File: config.mk
export PLATFORM = sky130hd
export DESIGN_NAME = sgm_scan_driver
export DESIGN_NICKNAME = d
export VERILOG_FILES = /design/src/rtl/sgm_pkg.sv /design/src/rtl/sgm_decode.sv /design/src/rtl/sgm_scan_driver.sv
export SDC_FILE = /design/constraint.sdc
export NUM_CORES = 1
export LEC_CHECK = 0
export ABC_AREA = 1
export CORE_MARGIN = 2
export CORE_UTILIZATION = 51
export DETAILED_ROUTE_END_ITERATION = 10
export PLACE_DENSITY_LB_ADDON = 0.2
export RECOVER_POWER = 25
export SYNTH_ARGS = -nofsm -noshare
export SYNTH_HDL_FRONTEND = slang
export SYNTH_SLANG_ARGS = --single-unit
File: constraint.sdc
create_clock -name clk_i -period 1.6 [get_ports clk_i]
set_input_delay 0.32 -clock clk_i [delete_from_list [all_inputs] [get_ports clk_i]]
set_output_delay 0.32 -clock clk_i [all_outputs]
set_load 0.02 [all_outputs]
File: src/rtl/sgm_pkg.sv
// Shared types and constants for the multiplexed 7-segment scan driver.
// Segment vectors are ordered {a,b,c,d,e,f,g}, bit 6 = a, and use logical
// polarity (1 = segment on).
package sgm_pkg;

   typedef logic [6:0] seg_t;

   localparam int MAX_DIGITS = 8;

   localparam seg_t SEG_0     = 7'b1111110;
   localparam seg_t SEG_1     = 7'b0110000;
   localparam seg_t SEG_2     = 7'b1101101;
   localparam seg_t SEG_3     = 7'b1111001;
   localparam seg_t SEG_4     = 7'b0110011;
   localparam seg_t SEG_5     = 7'b1011011;
   localparam seg_t SEG_6     = 7'b1011111;
   localparam seg_t SEG_7     = 7'b1110000;
   localparam seg_t SEG_8     = 7'b1111111;
   localparam seg_t SEG_9     = 7'b1111011;
   localparam seg_t SEG_A     = 7'b1110111;
   localparam seg_t SEG_B     = 7'b0011111;
   localparam seg_t SEG_C     = 7'b1001110;
   localparam seg_t SEG_D     = 7'b0111101;
   localparam seg_t SEG_E     = 7'b1001111;
   localparam seg_t SEG_F     = 7'b1000111;
   localparam seg_t SEG_BLANK = 7'b0000000;

endpackage

File: src/rtl/sgm_decode.sv
// Combinational nibble to 7-segment decoder.
//   nib_i    : 4-bit code
//   hex_en_i : 1 = codes 10..15 render A,b,C,d,E,F; 0 = render blank
//   seg_o    : segments {a..g}, logical polarity
module sgm_decode
   import sgm_pkg::*;
(
   input  logic [3:0] nib_i,
   input  logic       hex_en_i,
   output seg_t       seg_o
);

   always_comb begin
      seg_o = SEG_BLANK;
      case (nib_i)
         4'h0: seg_o = SEG_0;
         4'h1: seg_o = SEG_1;
         4'h2: seg_o = SEG_2;
         4'h3: seg_o = SEG_3;
         4'h4: seg_o = SEG_4;
         4'h5: seg_o = SEG_5;
         4'h6: seg_o = SEG_6;
         4'h7: seg_o = SEG_7;
         4'h8: seg_o = SEG_8;
         4'h9: seg_o = SEG_9;
         4'hA: seg_o = hex_en_i ? SEG_A : SEG_BLANK;
         4'hB: seg_o = hex_en_i ? SEG_B : SEG_BLANK;
         4'hC: seg_o = hex_en_i ? SEG_C : SEG_BLANK;
         4'hD: seg_o = hex_en_i ? SEG_D : SEG_BLANK;
         4'hE: seg_o = hex_en_i ? SEG_E : SEG_BLANK;
         4'hF: seg_o = hex_en_i ? SEG_F : SEG_BLANK;
         default: seg_o = SEG_BLANK;
      endcase
   end

endmodule

File: src/rtl/sgm_scan_driver.sv
// Time-multiplexed driver for DIGITS 7-segment digits with a double-buffered
// value so a frame never shows a half-updated number.
//   clk_i        : system clock
//   rst_n_i      : asynchronous active-low reset
//   en_i         : 1 = scanning; 0 = dark, prescaler and slot index held
//   load_i       : one-cycle strobe capturing digits_in_i / dp_in_i
//   digits_in_i  : packed nibbles, digit 0 in bits [3:0]
//   dp_in_i      : decimal point per digit
//   sgm_o        : segments {a..g} of the lit digit
//   dp_o         : decimal point of the lit digit
//   an_o         : one-hot digit enable
//   frame_o      : one-cycle pulse on the first cycle of a new frame
module sgm_scan_driver
   import sgm_pkg::*;
#(
   parameter int DIGITS     = 4,
   parameter int DIV        = 50000,
   parameter bit HEX_EN     = 1'b0,
   parameter bit BLANK_LZ   = 1'b1,
   parameter bit ACTIVE_LOW = 1'b0
) (
   input  logic                  clk_i,
   input  logic                  rst_n_i,
   input  logic                  en_i,
   input  logic                  load_i,
   input  logic [4*DIGITS-1:0]   digits_in_i,
   input  logic [DIGITS-1:0]     dp_in_i,
   output logic [6:0]            sgm_o,
   output logic                  dp_o,
   output logic [DIGITS-1:0]     an_o,
   output logic                  frame_o
);

   localparam int PW = $clog2(DIV);
   localparam int IW = (DIGITS > 1) ? $clog2(DIGITS) : 1;
   localparam logic [PW-1:0] PRESC_LAST = PW'(DIV - 1);
   localparam logic [IW-1:0] IDX_LAST   = IW'(DIGITS - 1);

   logic [PW-1:0]         presc_q, presc_d;
   logic [IW-1:0]         idx_q, idx_d;
   logic [4*DIGITS-1:0]   pend_q, pend_d, disp_q, disp_d;
   logic [DIGITS-1:0]     pdp_q, pdp_d, ddp_q, ddp_d;
   seg_t                  seg_q, seg_d;
   logic                  dp_q, dp_d;
   logic [DIGITS-1:0]     an_q, an_d;
   logic                  frame_q, frame_d;

   logic                  tick, wrap;
   logic [3:0]            nib;
   logic                  nib_dp;
   logic                  blank;
   seg_t                  dec_seg;

   always_comb begin
      tick    = en_i && (presc_q == PRESC_LAST);
      wrap    = tick && (idx_q == IDX_LAST);
      presc_d = presc_q;
      idx_d   = idx_q;
      if (en_i) begin
         presc_d = tick ? '0 : presc_q + 1'b1;
         if (tick) idx_d = wrap ? '0 : idx_q + 1'b1;
      end
   end

   // Display only changes at the frame boundary; while dark it tracks pending
   // so resuming picks up the latest value without waiting a whole frame.
   always_comb begin
      pend_d = load_i ? digits_in_i : pend_q;
      pdp_d  = load_i ? dp_in_i     : pdp_q;
      disp_d = disp_q;
      ddp_d  = ddp_q;
      if (!en_i) begin
         disp_d = pend_q;
         ddp_d  = pdp_q;
      end else if (wrap) begin
         disp_d = load_i ? digits_in_i : pend_q;
         ddp_d  = load_i ? dp_in_i     : pdp_q;
      end
   end

   // Digit mux; a digit above 0 is a leading zero when it and everything
   // above it is zero.
   always_comb begin
      nib    = '0;
      nib_dp = 1'b0;
      blank  = 1'b0;
      for (int k = 0; k < DIGITS; k++) begin
         if (idx_q == IW'(k)) begin
            nib    = disp_q[4*k +: 4];
            nib_dp = ddp_q[k];
            blank  = (k != 0) && ((disp_q >> (4*k)) == '0);
         end
      end
   end

   sgm_decode u_decode (
      .nib_i    (nib),
      .hex_en_i (HEX_EN),
      .seg_o    (dec_seg)
   );

   always_comb begin
      seg_d   = SEG_BLANK;
      dp_d    = 1'b0;
      an_d    = '0;
      frame_d = 1'b0;
      if (en_i) begin
         seg_d   = (BLANK_LZ && blank) ? SEG_BLANK : dec_seg;
         dp_d    = nib_dp;
         an_d    = DIGITS'(1) << idx_q;
         frame_d = (idx_q == '0) && (presc_q == '0);
      end
   end

   always_ff @(posedge clk_i or negedge rst_n_i) begin
      if (!rst_n_i) begin
         presc_q <= '0;
         idx_q   <= '0;
         pend_q  <= '0;
         pdp_q   <= '0;
         disp_q  <= '0;
         ddp_q   <= '0;
         seg_q   <= SEG_BLANK;
         dp_q    <= 1'b0;
         an_q    <= '0;
         frame_q <= 1'b0;
      end else begin
         presc_q <= presc_d;
         idx_q   <= idx_d;
         pend_q  <= pend_d;
         pdp_q   <= pdp_d;
         disp_q  <= disp_d;
         ddp_q   <= ddp_d;
         seg_q   <= seg_d;
         dp_q    <= dp_d;
         an_q    <= an_d;
         frame_q <= frame_d;
      end
   end

   // Pin polarity applied after the registers so reset drives pins inactive.
   assign sgm_o   = seg_q ^ {7{ACTIVE_LOW}};
   assign dp_o    = dp_q ^ ACTIVE_LOW;
   assign an_o    = an_q ^ {DIGITS{ACTIVE_LOW}};
   assign frame_o = frame_q;

endmodule

; After elaboration in Yosys (flattened, before gate mapping)
; Cells that the tools add are included.
[op_classes]
n_addsub = 2
n_mul = 0
n_div = 0
magnitude_cmp = 0
n_eq_ne = 20
shift = 1
muxes = 25
bitwise = 0
n_reduce_logical = 11
[ops]
columns = cell, count
row1 = 7-bit one-hot mux with 11 select lines, 1
row2 = 16-bit zero test, 4
row3 = 16-bit 2-to-1 mux, 4
row4 = "4-bit equality test, second input constant", 8
row5 = 4-bit 2-to-1 mux, 8
row6 = "16-bit by 1-bit adder with 16-bit output, second input constant", 1
row7 = "16-bit equality test, second input constant", 1
row8 = "4-bit by 3-bit equality test with 1-bit output, second input constant", 4
row9 = 7-bit 2-to-1 mux, 2
row10 = 1-bit 2-to-1 mux, 9
row11 = "4-bit by 2-bit equality test with 1-bit output, second input constant", 2
row12 = 6-bit OR reduction, 1
row13 = "2-bit equality test, second input constant", 2
row14 = "4-bit by 1-bit equality test with 1-bit output, second input constant", 1
row15 = 4-bit zero test, 1
row16 = "1-bit by 2-bit << shifter with 4-bit output, first input constant", 1
row17 = 1-bit logical AND, 3
row18 = "2-bit by 1-bit adder with 2-bit output, second input constant", 1
row19 = "2-bit by 1-bit equality test with 1-bit output, second input constant", 1
row20 = 2-bit zero test, 1
row21 = 2-bit 2-to-1 mux, 1
row22 = "2-bit by 1-bit inequality test with 1-bit output, second input constant", 1
row23 = 2-bit AND reduction, 1
[totals]
reg_bits = 71
latch_bits = 0
ram_bits = 0
romBits = 0
inputBits = 24
elab_cells = 69
mem_count = 0

; Depth between registers and ports, before layout
[depth]
word_depth = 10
depth_mapped = 13

; Cells and area by module
; A second synthesis with hierarchy kept.
[unflattened]
cells_unflattened = 527
area_unflattened_um2 = 3958.8
[by_module_without_submodules]
columns = module, instances, cells_each, area_each_um2, seq_area_each_um2
row1 = sgm_scan_driver, 1, 472, 3713.6, 1776.7
row2 = sgm_decode, 1, 55, 245.2, 0.0

; Worst setup path after synthesis
; No wires, ideal clock.
[synth_path]
path_kind = register to register
startpoint = register idx_q[1]
endpoint = register seg_q[3] (netlist: sgm_o[3])
setup_time_ps = 121
arrival_time_ps = 1516
required_time_ps = 1479
slack_ps = -37
path_stages_with_launch = 12
n_path_buf = 0
cell_sequence = dfrtp_1 -> inv_1 -> ha_1 -> inv_2 -> nand2_1 -> nand3_1 -> a21oi_1 -> nor2_1 -> nand2_1 -> nand3_1 -> nor2_1 -> nor2_1
[synth_via]
elab_chain_cells = 10
[synth_rtl]
columns = element, line
row1 = from (decl), sgm_scan_driver.sv:40  ; logic [IW-1:0] idx_q, idx_d;
row2 = from (signal assigned), sgm_scan_driver.sv:129  ; idx_q <= idx_d;
row3 = 2-bit zero test, sgm_scan_driver.sv:88  ; if (idx_q == IW'(k)) begin
row4 = 4-bit 2-to-1 mux (4 in series), sgm_scan_driver.sv:88
row5 = 4-bit equality test, sgm_decode.sv:15  ; case (nib_i)
row6 = 6-bit OR reduction (no line), -
row7 = 7-bit one-hot mux with 11 select lines, sgm_decode.sv:15
row8 = 7-bit 2-to-1 mux *, sgm_scan_driver.sv:108  ; seg_d = (BLANK_LZ && blank) ? SEG_BLANK : dec_seg;
row9 = 7-bit 2-to-1 mux *, sgm_scan_driver.sv:107  ; if (en_i) begin
row10 = net seg_d[3], sgm_scan_driver.sv:43  ; seg_t seg_q, seg_d;
row11 = to (signal assigned), sgm_scan_driver.sv:134  ; seg_q <= seg_d;
row12 = to (decl), sgm_scan_driver.sv:43
; The timed path passes the listed nets; every way through them passes the cells marked *.
; A chain may end at the register's enable or synchronous reset.

; Final worst setup path
[layout_path]
startpoint = register idx_q[0]
endpoint = register seg_q[0] (netlist: sgm_o[0])
; The elaborated chain is that of the path after synthesis.

==> flow_metrics.py <==
metrics = {
    "status": {
        "status": "finished, violations left",
        "violations": "setup timing",
    },
    "die": {
        "coreArea_mm2": 0.00676,
        "start_util": 0.525,
        "die_h_um": 87.4,
        "die_x_um": 87.4,
        "ios": 37,
        "core.rowCount": 30,
        "dieArea_mm2": 0.00764,
    },
    "placement": {
        "routabilityCongestion": 0.919,
        "port_buffers": 36,
        "hpwl_mm": 5.50,
        "dp_slack_ns": -0.317,
    },
    "min_path": {
        "hold_end": "ddp_q[0]",
        "hold_path_startpoint": "pdp_q[0]",
        "holdCritPathClass": "reg2reg",
        "hold_depth": 2,
    },
    "clock_network": {
        "cts-root-buf": "clkbuf_8",
        "cts_tree": "done",
        "path_clk_slew_ns": 0.08,
        "htree_levels": 3,
        "clk_latency_ns": 0.36,
        "clock-sinks": 71,
        "numCtsBuffers": 9,
        "cts_buffer_depth": 2,
    },
    "synthesis": {
        "netlist.top_cell.by_area": "dfrtp_1",
        "ys_async_sr_fraction": 1.00,
        "yosys_most_used_dff": "dfrtp_1",
        "ys_top_cells_by_count": "80 x nand3_1, 78 x nand2_1, 71 x dfrtp_1",
        "synthTopCellsByArea": "dfrtp_1 50%, nand3_1 11%, nand2_1 8.3%, inv_1 5.9%, mux2i_1 5.1%",
        "yosysMostFrequentCell": "nand3_1",
        "ys_types": 31,
        "avgSynthCellArea_um2": 8.51,
        "syn_nets": 447,
        "synth.cell_area_mm2": 0.00355,
        "synth-seq-cells": 71,
        "synth_cells": 417,
        "ys_seq_area_frac": 0.501,
        "yosysWarningCount": 0,
        "synth-edff-count": 0,
        "yosysTopAreaCellShare": 0.501,
    },
    "final_layout": {
        "layout.nets": 537,
        "drive_gt1_frac": 0.391,
        "num-fill-cells": 451,
        "num_antenna_cells": 0,
        "area_growth_pct": 48.9,
    },
    "timing": {
        "finalHoldViolCount": 0,
        "fin_crit_sh": 1.13,
        "max_slew_margin": 0.357,
        "skew_ns": 0.00726,
        "rsz0062_at_grt": "yes",
        "tightest_slew_ns": 0.964,
        "finalSetupViolCount": 21,
        "setup_ws_ns": -0.201,
        "fin_hold_ws_ns": 0.497,
        "max_freq_ghz": 0.555,
        "final_max_slew_viol_count": 0,
        "post-route-min-period_ns": 1.80,
    },
    "detailed_routing": {
        "drt_first_iter_violations": 122,
        "via_per_inst": 5.52,
        "wirelength_mm": 9.87,
        "wl_per_cell_um": 16.7,
        "drc": 0,
        "ant_nets": 0,
        "vias": 3270,
        "drtPass1Iterations": 4,
    },
    "global_routing": {
        "grt_pass1_wl_mm": 14.2,
        "overflow": 0,
        "grt_usage": 0.239,
        "grt_max_degree": 72,
        "antenna_found_initial": 0,
        "grt_pass1_vias": 3158,
    },
    "worst_setup_path": {
        "reg2reg_to": "sgm_o[0]",
        "crit_required_ns": 1.84,
        "end_kind": "flop",
        "critical_path_class": "reg2reg",
        "r2r_start": "idx_q[0]",
        "path_max_fanout": 5,
        "startpoint": "idx_q[0]",
        "rrSetupSlack_ns": -0.20,
        "ff2ff_path_depth": 11,
        "critPathArrivalTime_ns": 2.04,
        "cp-start-kind": "flop",
    },
    "power_and_ir_drop": {
        "p_leak_nw": 2.64,
        "power_density_mw_per_mm2": 917,
        "ir_drop_v": 0.000803,
    },
    "run": {
        "max_cap_violations": 0,
    },
}
placed cells by master (no fill, tap or decap), types with 11 or more instances in the layout:
| master | count |
|---|---|
| nand2_1 | 55 |
| buf_4 | 39 |
| nand2_2 | 16 |
| buf_6 | 13 |
| nor2_1 | 15 |
| mux2i_1 | 18 |
| nand3_2 | 40 |
| o21ai_0 | 11 |
| dfrtp_1 | 67 |
| clkdlybuf4s50_1 | 22 |
| nand3_1 | 33 |
| inv_1 | 45 |
layer usage:
metal | routed length, um | track usage | vias up
met5 | 0 | 0 | -
met4 | 365 | 0.102 | 0
met3 | 434 | 0.0474 | 32
met2 | 5060 | 0.400 | 109
met1 | 4000 | 0.299 | 1588
li1 | - | - | 1541
repair_timing:
action | CTS | global route
resized for setup | 60 | 131
pin swaps | 15 | 42
hold buffers | 1 | 0
buffers inserted | 7 | 6
gates cloned | 0 | 4
endpoints found under the setup margin | 23 | 40
hold endpoints to repair | 35 | 0
stage by stage:
stage / total power (W) / setup TNS (ns) / cells / instance area [um2] / util
detailed placement: 0.00308 / -8.51 / 559 / 4260 / 0.631
CTS: 0.00459 / -0.417 / 583 / 4690 / 0.694
global placement: 0.00305 / -7.44 / 559 / 4260 / 0.631
global route: 0.00509 / -3.14 / 592 / 5280 / 0.782
finish: 0.00485 / -1.31 / 592 / 5280 / 0.782
floorplan: 0.00272 / 0 / 417 / 3550 / -
worst max path at each step:
stage | end | cells after the start
floorplan | sgm_o[0] | 11
global placement | presc_q[14] | 8
detailed placement | presc_q[14] | 8
CTS | sgm_o[5] | 11
global route | sgm_o[5] | 11
finish | sgm_o[0] | 11
power breakdown:
group	switching [W]	internal, W
combinational	0.000644	0.000496
sequential	0.000219	0.00203
clock	0.000697	0.000763
total	0.00156	0.00329
critical path: stages (launching register included):
cell and delay [ns]:
dfrtp_2 0.47, inv_4 0.10, ha_4 0.18, nand2_4 0.06
nand2_4 0.08, nand3_4 0.08, a21oi_4 0.30, nand2_4 0.13
nand2_4 0.09, nand2_1 0.05, nor2_1 0.09, nor2_1 0.05
flip-flops by register name, indices dropped and copies added (netlist names):
name     flops
frame_o      1
an_o         4
ddp_q        4
presc_q     16
sgm_o        7
pdp_q        4
dp_o         1
disp_q      16
pend_q      16
idx_q        2
logic make-up (layout without fill, tap and decap cells):
logic type / after synthesis / after routing / share of synthesized area
AOI/OAI and AO/OA: 31 / 31 / 0.0465
adders and majority gates: 6 / 6 / 0.0212
muxes: 20 / 20 / 0.0571
xor gates and xnor gates: 7 / 7 / 0.0173
buffers and inverters: 73 / 168 / 0.0874
DFF: 71 / 71 / 0.501
and+or+nand+nor: 209 / 209 / 0.270
area by class of cell:
type | instances | area, um2 | area share
sequential | 71 | 1780 | 0.337
timing repair buffer | 94 | 887 | 0.168
multi-input combinational | 273 | 2070 | 0.392
clock inverter | 5 | 57.6 | 0.0109
clock buffer | 11 | 141 | 0.0268
tap | 80 | 100 | 0.0189
inverter | 58 | 243 | 0.0459
No activity file was read; power rests on OpenSTA's default activity.
